--- src/rtl/uart_receiver.sv ---
// 8-N-1 UART receiver with a one-deep valid/ready holding register and error reporting.
// Define UART_RX_PARITY_EN to receive 8-E-1 frames with an even-parity check.
module uart_receiver #(
  parameter int CLK_FREQ = 50000000,
  parameter int BAUD     = 115200
) (
  input  logic       CLOCK_50,
  input  logic       reset,
  input  logic       rx,
  output logic [7:0] rx_data,
  output logic       rx_valid,
  input  logic       rx_ready,
  output logic       frame_err,
  output logic       overrun,
  output logic       parity_err,
  output logic [7:0] err_cnt,
  output logic [3:0] is_state
);

  localparam int CLKS_PER_BIT = CLK_FREQ / BAUD;
  localparam int HALF_BIT     = CLKS_PER_BIT / 2;
  localparam int CNT_W        = $clog2(CLKS_PER_BIT + 1);
  localparam logic [CNT_W-1:0] C_BIT_LAST  = CNT_W'(CLKS_PER_BIT - 1);
  localparam logic [CNT_W-1:0] C_HALF_LAST = CNT_W'(HALF_BIT - 1);

  // state  | meaning
  // IDLE   | line idle, waiting for a start edge
  // START  | half-bit wait, confirm start bit is still low
  // DATA   | sampling D0..D7 at bit centres
  // PARITY | sampling the parity bit (parity build only)
  // STOP   | sampling the stop bit, deciding complete / error
  // BREAK  | line stuck low after a framing error, wait for high
  typedef enum logic [3:0] {
    S_IDLE   = 4'd0,
    S_START  = 4'd1,
    S_DATA   = 4'd2,
    S_PARITY = 4'd3,
    S_STOP   = 4'd4,
    S_BREAK  = 4'd5
  } state_t;

  state_t           r_state, w_state_nxt;
  logic             r_sync1, r_sync2;
  logic [CNT_W-1:0] r_cnt, w_cnt_nxt;
  logic [2:0]       r_idx, w_idx_nxt;
  logic [7:0]       r_shift, w_shift_nxt;
  logic [7:0]       r_data;
  logic             r_valid;
  logic             r_ferr, r_ovr, r_perr;
  logic [7:0]       r_err_cnt;
  logic             w_rx_s;
  logic             w_done, w_ferr, w_perr;
  logic             w_par_bad;

  assign w_rx_s = r_sync2;

`ifdef UART_RX_PARITY_EN
  logic r_par, w_par_nxt;
  assign w_par_bad = ^{r_shift, r_par};
`else
  assign w_par_bad = 1'b0;
`endif

  always_comb begin
    w_state_nxt = r_state;
    w_cnt_nxt   = r_cnt + 1'b1;
    w_idx_nxt   = r_idx;
    w_shift_nxt = r_shift;
    w_done      = 1'b0;
    w_ferr      = 1'b0;
    w_perr      = 1'b0;
`ifdef UART_RX_PARITY_EN
    w_par_nxt   = r_par;
`endif
    case (r_state)
      S_IDLE: begin
        w_cnt_nxt = '0;
        if (!w_rx_s) w_state_nxt = S_START;
      end
      S_START: begin
        if (r_cnt == C_HALF_LAST) begin
          w_cnt_nxt   = '0;
          w_idx_nxt   = '0;
          // a start bit that has gone high again by mid-bit is treated as noise
          w_state_nxt = w_rx_s ? S_IDLE : S_DATA;
        end
      end
      S_DATA: begin
        if (r_cnt == C_BIT_LAST) begin
          w_cnt_nxt   = '0;
          w_shift_nxt = {w_rx_s, r_shift[7:1]};
          w_idx_nxt   = r_idx + 1'b1;
          if (r_idx == 3'd7) begin
`ifdef UART_RX_PARITY_EN
            w_state_nxt = S_PARITY;
`else
            w_state_nxt = S_STOP;
`endif
          end
        end
      end
`ifdef UART_RX_PARITY_EN
      S_PARITY: begin
        if (r_cnt == C_BIT_LAST) begin
          w_cnt_nxt   = '0;
          w_par_nxt   = w_rx_s;
          w_state_nxt = S_STOP;
        end
      end
`endif
      S_STOP: begin
        if (r_cnt == C_BIT_LAST) begin
          w_cnt_nxt = '0;
          w_perr    = w_par_bad;
          if (w_rx_s) begin
            w_done      = ~w_par_bad;
            w_state_nxt = S_IDLE;
          end else begin
            w_ferr      = 1'b1;
            w_state_nxt = S_BREAK;
          end
        end
      end
      S_BREAK: begin
        w_cnt_nxt = '0;
        if (w_rx_s) w_state_nxt = S_IDLE;
      end
      default: begin
        w_cnt_nxt   = '0;
        w_state_nxt = S_IDLE;
      end
    endcase
  end

  always_ff @(posedge CLOCK_50) begin
    if (reset) begin
      r_state   <= S_IDLE;
      r_sync1   <= 1'b1;
      r_sync2   <= 1'b1;
      r_cnt     <= '0;
      r_idx     <= '0;
      r_shift   <= '0;
      r_data    <= '0;
      r_valid   <= 1'b0;
      r_ferr    <= 1'b0;
      r_ovr     <= 1'b0;
      r_perr    <= 1'b0;
      r_err_cnt <= '0;
`ifdef UART_RX_PARITY_EN
      r_par     <= 1'b0;
`endif
    end else begin
      r_sync1 <= rx;
      r_sync2 <= r_sync1;
      r_state <= w_state_nxt;
      r_cnt   <= w_cnt_nxt;
      r_idx   <= w_idx_nxt;
      r_shift <= w_shift_nxt;
`ifdef UART_RX_PARITY_EN
      r_par   <= w_par_nxt;
`endif
      // a consumer taking the held byte frees the slot in the same cycle
      if (w_done && (!r_valid || rx_ready)) begin
        r_data  <= r_shift;
        r_valid <= 1'b1;
      end else if (r_valid && rx_ready) begin
        r_valid <= 1'b0;
      end
      r_ovr  <= w_done & r_valid & ~rx_ready;
      r_ferr <= w_ferr;
      r_perr <= w_perr;
      if ((r_ferr || r_ovr || r_perr) && (r_err_cnt != 8'hFF))
        r_err_cnt <= r_err_cnt + 8'd1;
    end
  end

  assign rx_data    = r_data;
  assign rx_valid   = r_valid;
  assign frame_err  = r_ferr;
  assign overrun    = r_ovr;
  assign parity_err = r_perr;
  assign err_cnt    = r_err_cnt;
  assign is_state   = r_state;

endmodule
--- config.mk ---
export PLATFORM = sky130hd
export DESIGN_NAME = uart_receiver
export DESIGN_NICKNAME = d
export VERILOG_FILES = /design/src/rtl/uart_receiver.sv
export SDC_FILE = /design/constraint.sdc
export NUM_CORES = 1
export LEC_CHECK = 0
export CAP_MARGIN = 20
export CORE_MARGIN = 10
export CORE_UTILIZATION = 50
export CTS_BUF_LIST = sky130_fd_sc_hd__clkbuf_16
export CTS_CLUSTER_SIZE = 12
export DETAILED_ROUTE_END_ITERATION = 8
export DONT_BUFFER_PORTS = 1
export SYNTH_ARGS = -nofsm -noshare
export SYNTH_HDL_FRONTEND = slang
export SYNTH_SLANG_ARGS = --single-unit
--- constraint.sdc ---
create_clock -name CLOCK_50 -period 3.3 [get_ports CLOCK_50]
set_input_delay 0.825 -clock CLOCK_50 [delete_from_list [all_inputs] [get_ports CLOCK_50]]
set_output_delay 0.825 -clock CLOCK_50 [all_outputs]
set_load 0.005 [all_outputs]
# --- Word level (Yosys, flattened, before mapping) ---
# Index checks and enable logic that the tools add are counted.
word_totals:
  regBits: 45
  latchBits: 0
  ramBits: 0
  rom_bits: 0
  input_bits: 4
  out_inout_bits: 24
  word_cells: 68
  memories: 0
classes:
  add_sub_neg: 3
  multipliers: 0
  div: 0
  order_cmp: 0
  n_eq_ne: 14
  n_shift: 0
  muxes: 21
  bitwise: 5
  n_reduce_logical: 14
ops:
  columns: ["cell", "n"]
  rows:
  - ["$mux W4", 6]
  - ["$pmux W4 S5", 1]
  - ["$mux W9", 2]
  - ["$pmux W9 S2", 1]
  - ["$ne A2 B2 Y1 const B", 6]
  - ["$add A9 B1 Y9 const B", 1]
  - ["$eq A9 B8 Y1 const B", 1]
  - ["$eq A9 B9 Y1 const B", 1]
  - ["$mux W3", 3]
  - ["$add A8 B1 Y8 const B", 1]
  - ["$eq A4 B3 Y1 const B", 2]
  - ["$ne A8 B8 Y1 const B", 1]
  - ["$mux W1", 6]
  - ["$pmux W3 S2", 1]
  - ["$reduce_and A6 Y1", 1]
  - ["$eq A4 B1 Y1 const B", 1]
  - ["$eq A4 B2 Y1 const B", 1]
  - ["$logic_not A4 Y1", 1]
  - ["$reduce_bool A2 Y1", 2]
  - ["$add A3 B1 Y3 const B", 1]
  - ["$eq A3 B3 Y1 const B", 1]
  - ["$logic_and A1 B1 Y1", 3]
  - ["$not A1 Y1", 3]
  - ["$reduce_and A3 Y1", 1]
  - ["7 further kinds", 9]

# --- Depth between registers and ports, before layout ---
depth:
  word_depth: 5
  ltp_mapped: 7
  ltp_nobuf: 6

# --- Least setup slack after synthesis ---
# No wires, ideal clock.
synth_path:
  path_type: "register -> register"
  from: "register r_cnt[0]"
  to: "register r_state[2], in the netlist is_state[2]"
  setup_time_ns: 0.096
  arrival_ns: 1.539
  t_required_ns: 3.204
  setup_slack_ns: 1.665
  path_stages_with_launch: 6
  path_buffers: 0
  synth_period_minus_slack_ns: 1.635
  cell_sequence: "dfxtp_1 -> ha_1 -> and4bb_4 -> a211oi_2 -> or3_4 -> o41ai_2"
synth_between:
  elab_chain_cells: 3
  elab_cells_between_ends: 6
  classes_between: "eq/ne (5); reduce/logical (1)"
synth_lines:
  columns: ["element", "line", "rtl"]
  rows:
  - ["start: declaration", "44", "logic [CNT_W-1:0] r_cnt, w_cnt_nxt;"]
  - ["start signal: assignment", "156", "r_cnt <= w_cnt_nxt;"]
  - ["$eq A9 B9 Y1 or $eq A9 B8 Y1 (tied branches)", "89, 112, 81", null]
  - ["$ne A2 B2 Y1 (no line)", null, null]
  - ["$reduce_and A6 Y1 (no line) *", null, null]
  - ["end signal: assignment", "155", "r_state <= w_state_nxt;"]
  - ["end: declaration", "42", "state_t r_state, w_state_nxt;"]
# Mark *: on every way between the ends. The rest lies on a longest branch, timed or not.
# A chain may end at the register's enable or synchronous reset.

# --- Worst setup path in the final report ---
layout_path:
  from: "register r_state[1], in the netlist is_state[1]"
  to: "register r_idx[0]"
layout_between:
  elab_chain_cells: 3
  elab_cells_between_ends: 7
  classes_between: "eq/ne (4); mux (1); reduce/logical (2)"
layout_lines:
  columns: ["element", "line", "rtl"]
  rows:
  - ["$eq A4 B2 Y1 or $eq A4 B1 Y1 (tied branches)", "75", "case (r_state)"]
  - ["$ne A2 B2 Y1 (no line) or $reduce_bool A2 Y1 (tied branches)", null, null]
  - ["$reduce_and A3 Y1 (no line)", null, null]
  - ["end signal: assignment", "157", "r_idx <= w_idx_nxt;"]
  - ["end: declaration", "45", "logic [2:0] r_idx, w_idx_nxt;"]
# Parallel ways exist; a longest one is shown, timed or not.

==> summary.md <==
| Metric | Value |
|---|---|
| Outcome | finished clean |
| Die X | 83.4 um |
| Fin area | between 2000 and 2500 sq um |
| HPWL after DPL | between 2000 and 3000 um |
| CP Cell Sequence | nor3b_1 > nand3_1 > or2_2 > a21oi_1 |
| Final hold vios | 0 |
| Number of gates resized after CTS | 0 |
| First-pass GRT wire length | between 6000 and 7000 um |
| CTS tree | done |
| Ports | 28 |
| Post-synth cell types | 47 |
| Layout cells sized above 1 | around a tenth |
| DRC Markers | 0 |
| Post-CTS setup buffer count | 0 |
| Port-buffer cells | 0 |
| Flip-flop and latch area | between 800 and 900 sq um |
| Clock-pin slew on the worst setup and hold paths | approximately 60 ps |
| Multi-input logic area | between 1000 and 1500 sq um |
| All-Layer GR Usage | around an eighth |
| Critical path data arrival time | about 2400 ps |
| Worst-case clock skew | roughly 3.2 ps |
| Mapped Area | 2010 sq um |
| Synth Instances | approximately 220 |
| # Max-Cap Violations | 0 |
| Iteration-0 DRC Markers | 66 |
| Max_slew headroom | around 55% |
| Flops & latches, synth | 44 |
| Most frequent cells in the layout | dfxtp_1 (44), nor2_1 (31), nand3_1 (17), a21oi_1 (14) |
| Detail Route Antenna Nets | 0 |
| Pins Over Slew Limit | 0 |
| Post-synth ARST share | 0% |
| Syn_area_per_cell | 9.18 sq um |
| P_sw | roughly 250 uW |
| Initial antenna violation count | 0 |
| Initial Utilization | 53.3% |
| Worst path max stage delay | roughly 570 ps |
| P per Cell Area | about 540 nW/um^2 |
| Fill count | between 300 and 400 |
| Nets | 223 |
| ANT cells | 0 |
| Overflow after GRT | 0 |
| Placed cell count | roughly 250 |
| Post-synth EDFFs | 0 |
| CP Launch Type | flip-flop |
| Min Tclk post-route | 2230 ps |
| Latest clock arrival within the worst-skew pair | 280 ps |
| Die Height | between 80 and 90 um |
| Final wirelength | 4070 um |
| Max FO, Critical Path | 14 |
| Pleak | 0.761 nW |
| Combinational power share | around 5.6% |
| Hold-fix buffers, CTS | 0 |
| Critical Path RT | 3510 ps |
| Final Instance Count excl. Fillers | 262 |
| Slowest stage cell, crit path | nand3_1 |
| Root buf cell | clkbuf_16 |
| Routed len/inst | about 16 um |
| # rows | 22 |
| Commonest non-fill, non-tap cell in the layout | dfxtp_1 |
| Cell internal pwr | roughly 900 uW |
| Sequential power share | between 40 and 50% |
| Setup TNS | 0 ps |
| Number of synthesis warnings | 0 |
| Num CTS Buffers | 5 |
| Top_reg_cell synth | dfxtp_1 |
| Bufs on Longest Clock Path | 2 |
| Worst-Margin Slew | 673 ps |
| Clock sink count | 44 |
| Routability Congestion | 0.771 |
| Die area | just under 7000 sq um |
| FMAX | roughly 450 MHz |
| Vias in the first global route | 1449 |
| Max H-tree Level | 2 |
| DR pass1 iterations | 4 |
| Clk pwr share | 46.5% |
| Seq/Total Area, Yosys | between 40% and 50% |
| CORE AREA | 3770 sq um |
| Area growth syn-to-layout | 7.53% |
| Placed Area | around 2000 sq um |
| Via count | ~1500 |
| Sw Ratio | between 20% and 30% |
| Crit Path Category | reg2reg |
| RSZ-0062 raised after global routing | no |
| Tcrit/Tclk final | 67.4% |
| VDD IR max | 0.288 mV |
| Worst Hold Class | reg2reg |
| Pin count of the biggest net entering global routing | 36 |
| CP Capture Type | flip-flop |
| Drt via density | 5.70 |
| # setup viols final | 0 |
[critical path, delay by kind of cell (launching register included)]
family / cells / cell delay, ps
flops: 1 / 550
simple gates: 3 / 1460
compound gates: 1 / 140
[synthesized netlist by cell type (2+ instances only)]
master | n | area, sq um
nor2_1 | 31 | 116
inv_1 | 8 | 30.0
nand2_1 | 5 | 18.8
mux2i_1 | 9 | 90.1
o41ai_2 | 2 | 32.5
dfxtp_1 | 44 | 881
nor3_1 | 4 | 20.0
clkbuf_1 | 6 | 22.5
a21oi_1 | 14 | 70.1
a211oi_1 | 3 | 22.5
nor3b_1 | 3 | 22.5
buf_2 | 3 | 15.0
xnor2_1 | 11 | 96.3
nand3_1 | 17 | 85.1
and4b_2 | 2 | 22.5
ha_1 | 6 | 75.1
nor2b_1 | 3 | 18.8
nand4_1 | 2 | 12.5
o311ai_0 | 3 | 26.3
a21o_1 | 2 | 15.0
or2_2 | 3 | 18.8
buf_4 | 3 | 22.5
o21ai_0 | 11 | 55.1
[metrics by stage]
step / setup WS, ps / util [%] / total power, mW / hold WS [ps]
after global placement: 1220 / 53.0 / 0.630 / 400
after detailed placement: 1130 / 53.0 / 0.633 / 400
after floorplan: 1670 / - / 0.633 / 389
final: 1070 / 57.3 / 1.17 / 421
after global routing: 828 / 57.3 / 1.21 / 432
after CTS: 1090 / 57.3 / 1.18 / 422
[path summary, 6_finish.rpt]
path / slack [ps] / cells past startpoint / from / endpoint
worst max-delay path: 1070 / 4 / is_state[1]$_SDFFE_PP0P_ / r_idx[0]$_SDFFE_PP0P_
worst min-delay path: 420 / 1 / r_sync1$_SDFF_PP1_ / r_sync2$_SDFF_PP1_
worst max register to register: 1070 / 4 / is_state[1]$_SDFFE_PP0P_ / r_idx[0]$_SDFFE_PP0P_
worst min register to register: 420 / 1 / r_sync1$_SDFF_PP1_ / r_sync2$_SDFF_PP1_
[power by group through the flow]
stage                     Clock [mW]  Combinational [mW]  Sequential, mW
final                          0.542              0.0650           0.558
after global routing           0.579              0.0707           0.560
after global placement             0              0.0611           0.569
after CTS                      0.555              0.0645           0.558
after detailed placement           0              0.0643           0.569
after floorplan                    0              0.0787           0.555
[state kept, by name, summed over array words and instances (netlist names)]
| signal | count |
|---|---|
| err_cnt | 8 |
| frame_err | 1 |
| is_state | 3 |
| overrun | 1 |
| r_cnt | 9 |
| r_idx | 3 |
| r_shift | 8 |
| r_sync1 | 1 |
| r_sync2 | 1 |
| rx_data | 8 |
| rx_valid | 1 |
[cells by family (layout without fill, tap and decap cells)]
family | after synthesis | after routing | share of synthesized area, %
muxes | 9 | 9 | 4.48
and+or+nand+nor | 79 | 79 | 21.2
AOI/OAI and AO/OA | 46 | 46 | 16.1
adders and majority gates | 6 | 6 | 3.74
xor gates and xnor gates | 12 | 12 | 5.23
buffers and inverters | 22 | 16 | 5.23
other | 1 | 2 | 0.187
DFF | 44 | 44 | 43.8
[layer usage]
metal | vias up | share of wire, % | GRT usage (%) | wire length, um
met4 | 0 | 1.3 | 5.54 | 54
met2 | 36 | 43 | 16.8 | 1750
met1 | 690 | 47 | 13.8 | 1920
li1 | 761 | - | - | -
met3 | 6 | 8.5 | 6.15 | 344
met5 | - | 0 | 0 | 0
[final cells by class]
type	count	area share [%]
clock inverters	3	1.74
multi-input cells	154	47.5
flip-flops and latches	44	40.8
inverters	8	1.39
well taps	48	2.78
clock buffers	5	5.79
Note: power is estimated with default switching activity, not from simulation.
